$ cat src/rtl/vga_timing_pkg.sv
// Shared 640x480@60 timing constants and the sync/blank bundle type.
// Renderers import this package as well as vga_timing_out.
package vga_timing_pkg;

    localparam int COORD_W = 10;

    localparam int H_ACTIVE = 640;
    localparam int H_FP     = 16;
    localparam int H_SYNC   = 96;
    localparam int H_BP     = 48;
    localparam int H_TOTAL  = H_ACTIVE + H_FP + H_SYNC + H_BP;
    localparam int H_SYNC_START = H_ACTIVE + H_FP;
    localparam int H_SYNC_END   = H_SYNC_START + H_SYNC - 1;

    localparam int V_ACTIVE = 480;
    localparam int V_FP     = 10;
    localparam int V_SYNC   = 2;
    localparam int V_BP     = 33;
    localparam int V_TOTAL  = V_ACTIVE + V_FP + V_SYNC + V_BP;
    localparam int V_SYNC_START = V_ACTIVE + V_FP;
    localparam int V_SYNC_END   = V_SYNC_START + V_SYNC - 1;

    typedef struct packed {
        logic hs;
        logic vs;
        logic blank_n;
    } vga_sync_t;

    // Pin-level idle: syncs deasserted (high), picture blanked.
    localparam vga_sync_t SYNC_IDLE = '{hs: 1'b1, vs: 1'b1, blank_n: 1'b0};

endpackage

$ cat src/rtl/vga_delay_line.sv
// Enable-qualified shift register with a reset value; q is the full-depth
// output, q_early is one stage earlier (d itself when DEPTH is 1).
module vga_delay_line #(
    parameter int               WIDTH   = 1,
    parameter int               DEPTH   = 1,
    parameter logic [WIDTH-1:0] RST_VAL = '0
) (
    input  logic             clk,
    input  logic             reset,
    input  logic             en,
    input  logic [WIDTH-1:0] d,
    output logic [WIDTH-1:0] q,
    output logic [WIDTH-1:0] q_early
);

    logic [WIDTH-1:0] stage [DEPTH];

    always_ff @(posedge clk or posedge reset) begin
        if (reset) begin
            for (int i = 0; i < DEPTH; i++) stage[i] <= RST_VAL;
        end else if (en) begin
            stage[0] <= d;
            for (int i = 1; i < DEPTH; i++) stage[i] <= stage[i-1];
        end
    end

    assign q = stage[DEPTH-1];

    generate
        if (DEPTH == 1) begin : g_one
            assign q_early = d;
        end else begin : g_many
            assign q_early = stage[DEPTH-2];
        end
    endgenerate

endmodule

$ cat src/rtl/vga_timing_out.sv
// VGA raster counters plus pin stage: syncs/blank delayed to line up with
// the renderer latency, colour registered and forced to zero while blanked.
module vga_timing_out
    import vga_timing_pkg::*;
#(
    parameter int RENDER_LAT = 0,
    parameter int H_ACTIVE   = vga_timing_pkg::H_ACTIVE,
    parameter int H_FP       = vga_timing_pkg::H_FP,
    parameter int H_SYNC     = vga_timing_pkg::H_SYNC,
    parameter int H_BP       = vga_timing_pkg::H_BP,
    parameter int V_ACTIVE   = vga_timing_pkg::V_ACTIVE,
    parameter int V_FP       = vga_timing_pkg::V_FP,
    parameter int V_SYNC     = vga_timing_pkg::V_SYNC,
    parameter int V_BP       = vga_timing_pkg::V_BP
) (
    input  logic               clk,
    input  logic               reset,
    input  logic               pix_en,
    input  logic [7:0]         rgb_r_in,
    input  logic [7:0]         rgb_g_in,
    input  logic [7:0]         rgb_b_in,
    output logic [COORD_W-1:0] pixel_x,
    output logic [COORD_W-1:0] pixel_y,
    output logic               active,
    output logic               frame_start,
    output logic [7:0]         VGA_R,
    output logic [7:0]         VGA_G,
    output logic [7:0]         VGA_B,
    output logic               VGA_HS,
    output logic               VGA_VS,
    output logic               VGA_BLANK_N,
    output logic               VGA_SYNC_N
);

    localparam logic [COORD_W-1:0] H_LAST = COORD_W'(H_ACTIVE + H_FP + H_SYNC + H_BP - 1);
    localparam logic [COORD_W-1:0] V_LAST = COORD_W'(V_ACTIVE + V_FP + V_SYNC + V_BP - 1);
    localparam logic [COORD_W-1:0] H_ACT  = COORD_W'(H_ACTIVE);
    localparam logic [COORD_W-1:0] V_ACT  = COORD_W'(V_ACTIVE);
    localparam logic [COORD_W-1:0] HS_LO  = COORD_W'(H_ACTIVE + H_FP);
    localparam logic [COORD_W-1:0] HS_HI  = COORD_W'(H_ACTIVE + H_FP + H_SYNC - 1);
    localparam logic [COORD_W-1:0] VS_LO  = COORD_W'(V_ACTIVE + V_FP);
    localparam logic [COORD_W-1:0] VS_HI  = COORD_W'(V_ACTIVE + V_FP + V_SYNC - 1);

    logic [COORD_W-1:0] h_cnt;
    logic [COORD_W-1:0] v_cnt;
    logic               h_last;
    logic               v_last;
    vga_sync_t          raw_sync;
    vga_sync_t          pin_sync;
    vga_sync_t          aligned_sync;

    assign h_last = (h_cnt == H_LAST);
    assign v_last = (v_cnt == V_LAST);

    always_ff @(posedge clk or posedge reset) begin
        if (reset) begin
            h_cnt <= '0;
            v_cnt <= '0;
        end else if (pix_en) begin
            if (h_last) begin
                h_cnt <= '0;
                v_cnt <= v_last ? '0 : v_cnt + 1'b1;
            end else begin
                h_cnt <= h_cnt + 1'b1;
            end
        end
    end

    assign pixel_x     = h_cnt;
    assign pixel_y     = v_cnt;
    assign active      = (h_cnt < H_ACT) && (v_cnt < V_ACT);
    assign frame_start = pix_en && h_last && v_last;

    always_comb begin
        raw_sync         = SYNC_IDLE;
        raw_sync.hs      = !((h_cnt >= HS_LO) && (h_cnt <= HS_HI));
        raw_sync.vs      = !((v_cnt >= VS_LO) && (v_cnt <= VS_HI));
        raw_sync.blank_n = active;
    end

    // RENDER_LAT+1 stages to the pins; q_early is the blank belonging to
    // the colour currently on the renderer bus.
    vga_delay_line #(
        .WIDTH   ($bits(vga_sync_t)),
        .DEPTH   (RENDER_LAT + 1),
        .RST_VAL (SYNC_IDLE)
    ) u_sync_dly (
        .clk     (clk),
        .reset   (reset),
        .en      (pix_en),
        .d       (raw_sync),
        .q       (pin_sync),
        .q_early (aligned_sync)
    );

    always_ff @(posedge clk or posedge reset) begin
        if (reset) begin
            VGA_R <= '0;
            VGA_G <= '0;
            VGA_B <= '0;
        end else if (pix_en) begin
            VGA_R <= aligned_sync.blank_n ? rgb_r_in : 8'h00;
            VGA_G <= aligned_sync.blank_n ? rgb_g_in : 8'h00;
            VGA_B <= aligned_sync.blank_n ? rgb_b_in : 8'h00;
        end
    end

    assign VGA_HS      = pin_sync.hs;
    assign VGA_VS      = pin_sync.vs;
    assign VGA_BLANK_N = pin_sync.blank_n;
    assign VGA_SYNC_N  = 1'b0;

endmodule
$ cat config.mk
export PLATFORM = sky130hd
export DESIGN_NAME = vga_timing_out
export DESIGN_NICKNAME = d
export VERILOG_FILES = /design/src/rtl/vga_timing_pkg.sv /design/src/rtl/vga_delay_line.sv /design/src/rtl/vga_timing_out.sv
export SDC_FILE = /design/constraint.sdc
export NUM_CORES = 1
export LEC_CHECK = 0
export ABC_CLOCK_PERIOD_IN_PS = 1950
export CAP_MARGIN = 20
export CORE_MARGIN = 5
export CORE_UTILIZATION = 40
export CTS_CLUSTER_SIZE = 20
export DETAILED_ROUTE_END_ITERATION = 7
export PLACE_DENSITY = 0.72
export SLEW_MARGIN = 20
export SYNTH_ARGS = -nofsm -noshare
export SYNTH_HDL_FRONTEND = slang
export SYNTH_SLANG_ARGS = --single-unit
$ cat constraint.sdc
create_clock -name clk -period 1.95 [get_ports clk]
set_input_delay 0.39 -clock clk [delete_from_list [all_inputs] [get_ports clk]]
set_output_delay 0.39 -clock clk [all_outputs]
set_load 0.005 [all_outputs]
# == Word level (Yosys, flattened, before mapping) ==
# Cells that the tools add are included.
# word_totals
out_inout_bits,50
regBits,47
inputBits,27
wordCells,29
# classes
n_eq_ne,2
muxes,5
n_reduce_logical,8
add_sub_neg,2
n_lt_le_gt_ge,6
# op_table
op,count
two-way mux 8 bit,3
"adder 10 x 1 -> 10 bit, second input constant",2
"equality test 10 bit, second input constant",2
two-way mux 10 bit,2
"greater-or-equal comparator 10 bit, second input constant",1
"greater-or-equal comparator 10 x 9 -> 1 bit, second input constant",1
"less-or-equal comparator 10 bit, second input constant",1
"less-or-equal comparator 10 x 9 -> 1 bit, second input constant",1
"< comparator 10 bit, second input constant",1
"< comparator 10 x 9 -> 1 bit, second input constant",1
logical AND 1 bit,5
logical NOT 1 bit,2
AND reduction 2 bit,1

# == Depth between registers and ports, before layout ==
# Gate-level depths: netlist of run 1.
# logic_depth
word_depth,3
mapped_depth,7
depth_no_buf,6

# == Hierarchy ==
# A second synthesis of run 1 with hierarchy kept.
# hier_totals
hier_cells,226
hier_area_um2,2144.6
# by_module_without_submodules
mod,area_per_inst_um2,seq_area_each_um2,instances,cells_each
vga_timing_out,2006.9,1101.1,1,216
vga_delay_line,137.6,77.6,1,10

# == Least setup slack after synthesis of run 1 ==
# No wires, ideal clock.
# synth_timing
path_kind,reg-to-output
startpoint,"register v_cnt[5], in the netlist pixel_y[5]"
endpoint,output frame_start
path_stages_with_launch,4
slack_ns,0.063
arrival_time_ns,1.497
cell_sequence,dfrtp_1 -> or3_1 -> or4_1 -> nor2_1
# synth_between
elab_chain_len,2
# synth_rtl
item,line_no,source
from (decl),vga_timing_out.sv:45,logic [COORD_W-1:0] v_cnt;
from (signal assigned),vga_timing_out.sv:62,v_cnt <= v_last ? '0 : v_cnt + 1'b1;
equality test 10 bit,vga_timing_out.sv:53,assign v_last = (v_cnt == V_LAST);
logical AND 1 bit,vga_timing_out.sv:72,assign frame_start = pix_en && h_last && v_last;
to (decl),vga_timing_out.sv:25,"output logic frame_start,"
# Every way passes these cells.

# == Worst setup path after layout of run 1 ==
# layout_timing
startpoint,"register v_cnt[1], in the netlist pixel_y[1]"
endpoint,output frame_start
# Same word-level chain as after synthesis.

==> qor.txt, run 1 <==
#FFs+latches synth: 47
Die Wd: 84.1 um
Detail Route Antenna Nets: 0
Startpoint Class: flop
GP Congestion: 0.784
Worst skew pair latency: 300 ps
WL met3: 591 um
Post-synthesis sequential area ratio: 53.7%
Drc violations: 0
Multiplexer area fraction after synthesis: 0.969%
WS Path Type: reg -> out
Synth top area share: 51.3%
Hold WC Path Type: in -> async
Cell area power density: 776 nW/um^2
Layout Utilization: 63.0%
Crit path max fanout: 2
Post-DP Area: 3270 um^2
Routed vias/inst: 4.72
Die ar.: 7070 um^2
Slew Limit Headroom: 65.5%
Syn Nets: 257
Clock skew: 9.69 ps
Total grt overflow: 0
Highest Clock Rate: 473 MHz
Post-Synth XOR/XNOR Area: 5.99%
Crit path DAT: 1730 ps
Run status: complete, but fails checks
Gr usage total: 16.1%
Worst IR Drop VDD: 0.494 mV
Highest routed layer: met4
Largest family of logic cells by synthesized area: simple AND/OR/NAND/NOR gates
Final Max Slew Viols: 0
CP Capture Type: primary output
Max-Cap Viols: 0
Post-Synth Simple-Gate Area: 19.8%
Synthesized instance count: 226
Endpoints failing setup: 1
TritonCTS clock tree: built
Post-route clock period utilization: 108%
IO Pins: 77
Static Leak: 1.59 nW
Global-route wire length before repair: 9.25 mm
Post-DP HPWL: 4.22 mm
Largest net degree at the start of global routing: 58
Fill cells: 453
Wirelength, routed: 5.49 mm
Clk slew on worst S/H paths: 90 ps
Worst slew pin tran: 518 ps
Number of DRC markers in iteration 0: 77
# rows: 27
Critical path required time: 1560 ps
Drt first pass iters: 4
Final net count: 367
Cell area after layout: 3410 um^2
Routed wl met2: 2.57 mm
Place WS: -324 ps
Final hold vios: 0
RSZ-0062 raised after global routing: true
Synth warn: 0
Core box area: 5410 um^2
DR WL/cell: 13.4 um
Final worst slack: -166 ps
H-tree levels: 2
Layout cell share with drive strength beyond 1: 19.6%
Post-Synth Adder-Cell Area: 2.28%
Port Buf Inserts: 75
Post-synthesis cell area: 2190 um^2
N_diodes: 0
Tot Pwr: 0.00264 W
Vias in the first global route: 1989
Vias: 1929
Routed met1 length: 2.27 mm
Synth Area in Compound Gates: 9.41%
Worst reg-to-reg setup slack: 150 ps
Clock Sinks: 47
Die span in y: 84.1 um
Violated checks: setup timing
Hold buffers post-CTS: 0
Syn avg cell area: 9.71 um^2
Cell taking the most area after synthesis: dfrtp_1
Area contributors post-synth: dfrtp_1 51%, o22ai_1 6.8%, nand2_1 5.3%, inv_1 5.1%, xor2_1 4.8%
CTS buffer count: 5
CTS Buffer Depth: 2
Initial core utilization: 40.6%
Count of cell types in the netlist: 36
Synthesis-to-layout area growth: 55.2%
Min Hold Slack: 369 ps
Root Buffer: clkbuf_8
Fin crit period: 2120 ps
Initial antenna violation count: 0
cells in the final DEF, fill, tap and decap left out, types with 3 or more instances in the layout:
cell type,n
clkdlybuf4s50_1,72
dfrtp_1,45
buf_4,41
nand2_1,31
inv_1,27
o22ai_1,24
nor2_1,14
xor2_1,12
nand4_1,7
nand3_1,6
clkbuf_8,5
and4_1,4
o21ai_0,4
inv_2,3
xnor2_1,3
a21oi_1,3
ha_1,3
per-stage QoR:
step / cells / TNS, ps
global route: 409 / -242
global placement: 399 / -241
detailed placement: 399 / -324
finish: 409 / -166
floorplan: 226 / 0
CTS: 408 / -257
synth_stat cells (all sizes together):
library cell / count
o21ai: 5
nand2: 31
and2: 2
nor2: 15
buf: 5
dfrtp: 45
mux2: 1
nor4b: 1
xnor2: 3
inv: 30
a21oi: 4
conb: 1
or3b: 1
or4: 2
ha: 4
dfstp: 2
mux2i: 1
o31ai: 1
nand3b: 1
nor4: 2
clkbuf: 8
nor3: 2
o22ai: 24
nand3: 6
xor2: 12
and3: 3
and4: 5
or3: 1
nand4: 8
worst max-delay path, stage by stage (launching register included):
cell     delay (ps)
dfrtp_1         410
inv_2            90
ha_4            130
nand4_1          70
or4_4           510
nor2_4          100
buf_2           120
what timing repair did:
| item | 4_1_cts | 5_1_grt |
|---|---|---|
| pin swaps | 4 | 4 |
| setup endpoints to repair | 2 | 1 |
| gates resized for setup | 9 | 4 |
| setup buffers | 1 | 1 |
| gates cloned | 0 | 0 |
final cells by class:
class / count / area [um^2] / area share (%)
Sequential cell: 47 / 1180 / 34.6
Timing Repair Buffer: 116 / 1050 / 30.7
Multi-Input combinational cell: 136 / 871 / 25.6
Inverter: 30 / 113 / 3.31
Tap cell: 72 / 90.1 / 2.65
Clock buffer: 7 / 76.3 / 2.24
Clock inverter: 1 / 30.0 / 0.882
sequential cells by signal, indices dropped and copies added, names as in the netlist:
name	count
VGA_G	8
pixel_x	10
pixel_y	10
u_sync_dly.q	3
VGA_R	8
VGA_B	8
path summary, 6_finish.rpt:
path / start / end / cells after the start
min in group clk: u_sync_dly.q[2]$_DFFE_PP1P_ / u_sync_dly.q[2]$_DFFE_PP1P_ / 2
min reg2reg: u_sync_dly.q[2]$_DFFE_PP1P_ / u_sync_dly.q[2]$_DFFE_PP1P_ / 2
min: reset / VGA_B[3]$_DFFE_PP0P_ / 2
max reg2reg: pixel_x[0]$_DFFE_PP0P_ / pixel_y[9]$_DFFE_PP0P_ / 6
max in group asynchronous: reset / u_sync_dly.q[2]$_DFFE_PP1P_ / 3
max: pixel_y[1]$_DFFE_PP0P_ / frame_start / 6
routing by layer:
metal,vias to the layer above,track usage (%)
met4,0,4.82
met2,58,25.9
met3,7,7.70
li1,973,-
met1,891,19.0
met5,-,0
cells by family after synthesis:
family / after synthesis
buf+inv: 43
simple gates: 80
other cells: 1
xor+xnor: 15
fa+ha+maj: 4
mux: 2
flops: 47
compound gates: 34
power by group:
part | total (W) | leakage [nW] | internal [W] | switching [W]
registers | 0.00116 | 0.578 | 0.00109 | 0.0000731
logic | 0.000787 | 0.957 | 0.000464 | 0.000323
clock network | 0.000695 | 0.0524 | 0.000384 | 0.000311
No activity file was read; power rests on OpenSTA's default activity.
==> run 2, diff against run 1 <==
CTS_CLUSTER_SIZE = default   (was 20)
==> results of run 2 <==
Final layout, timing and power as in run 1 (identical DEF).
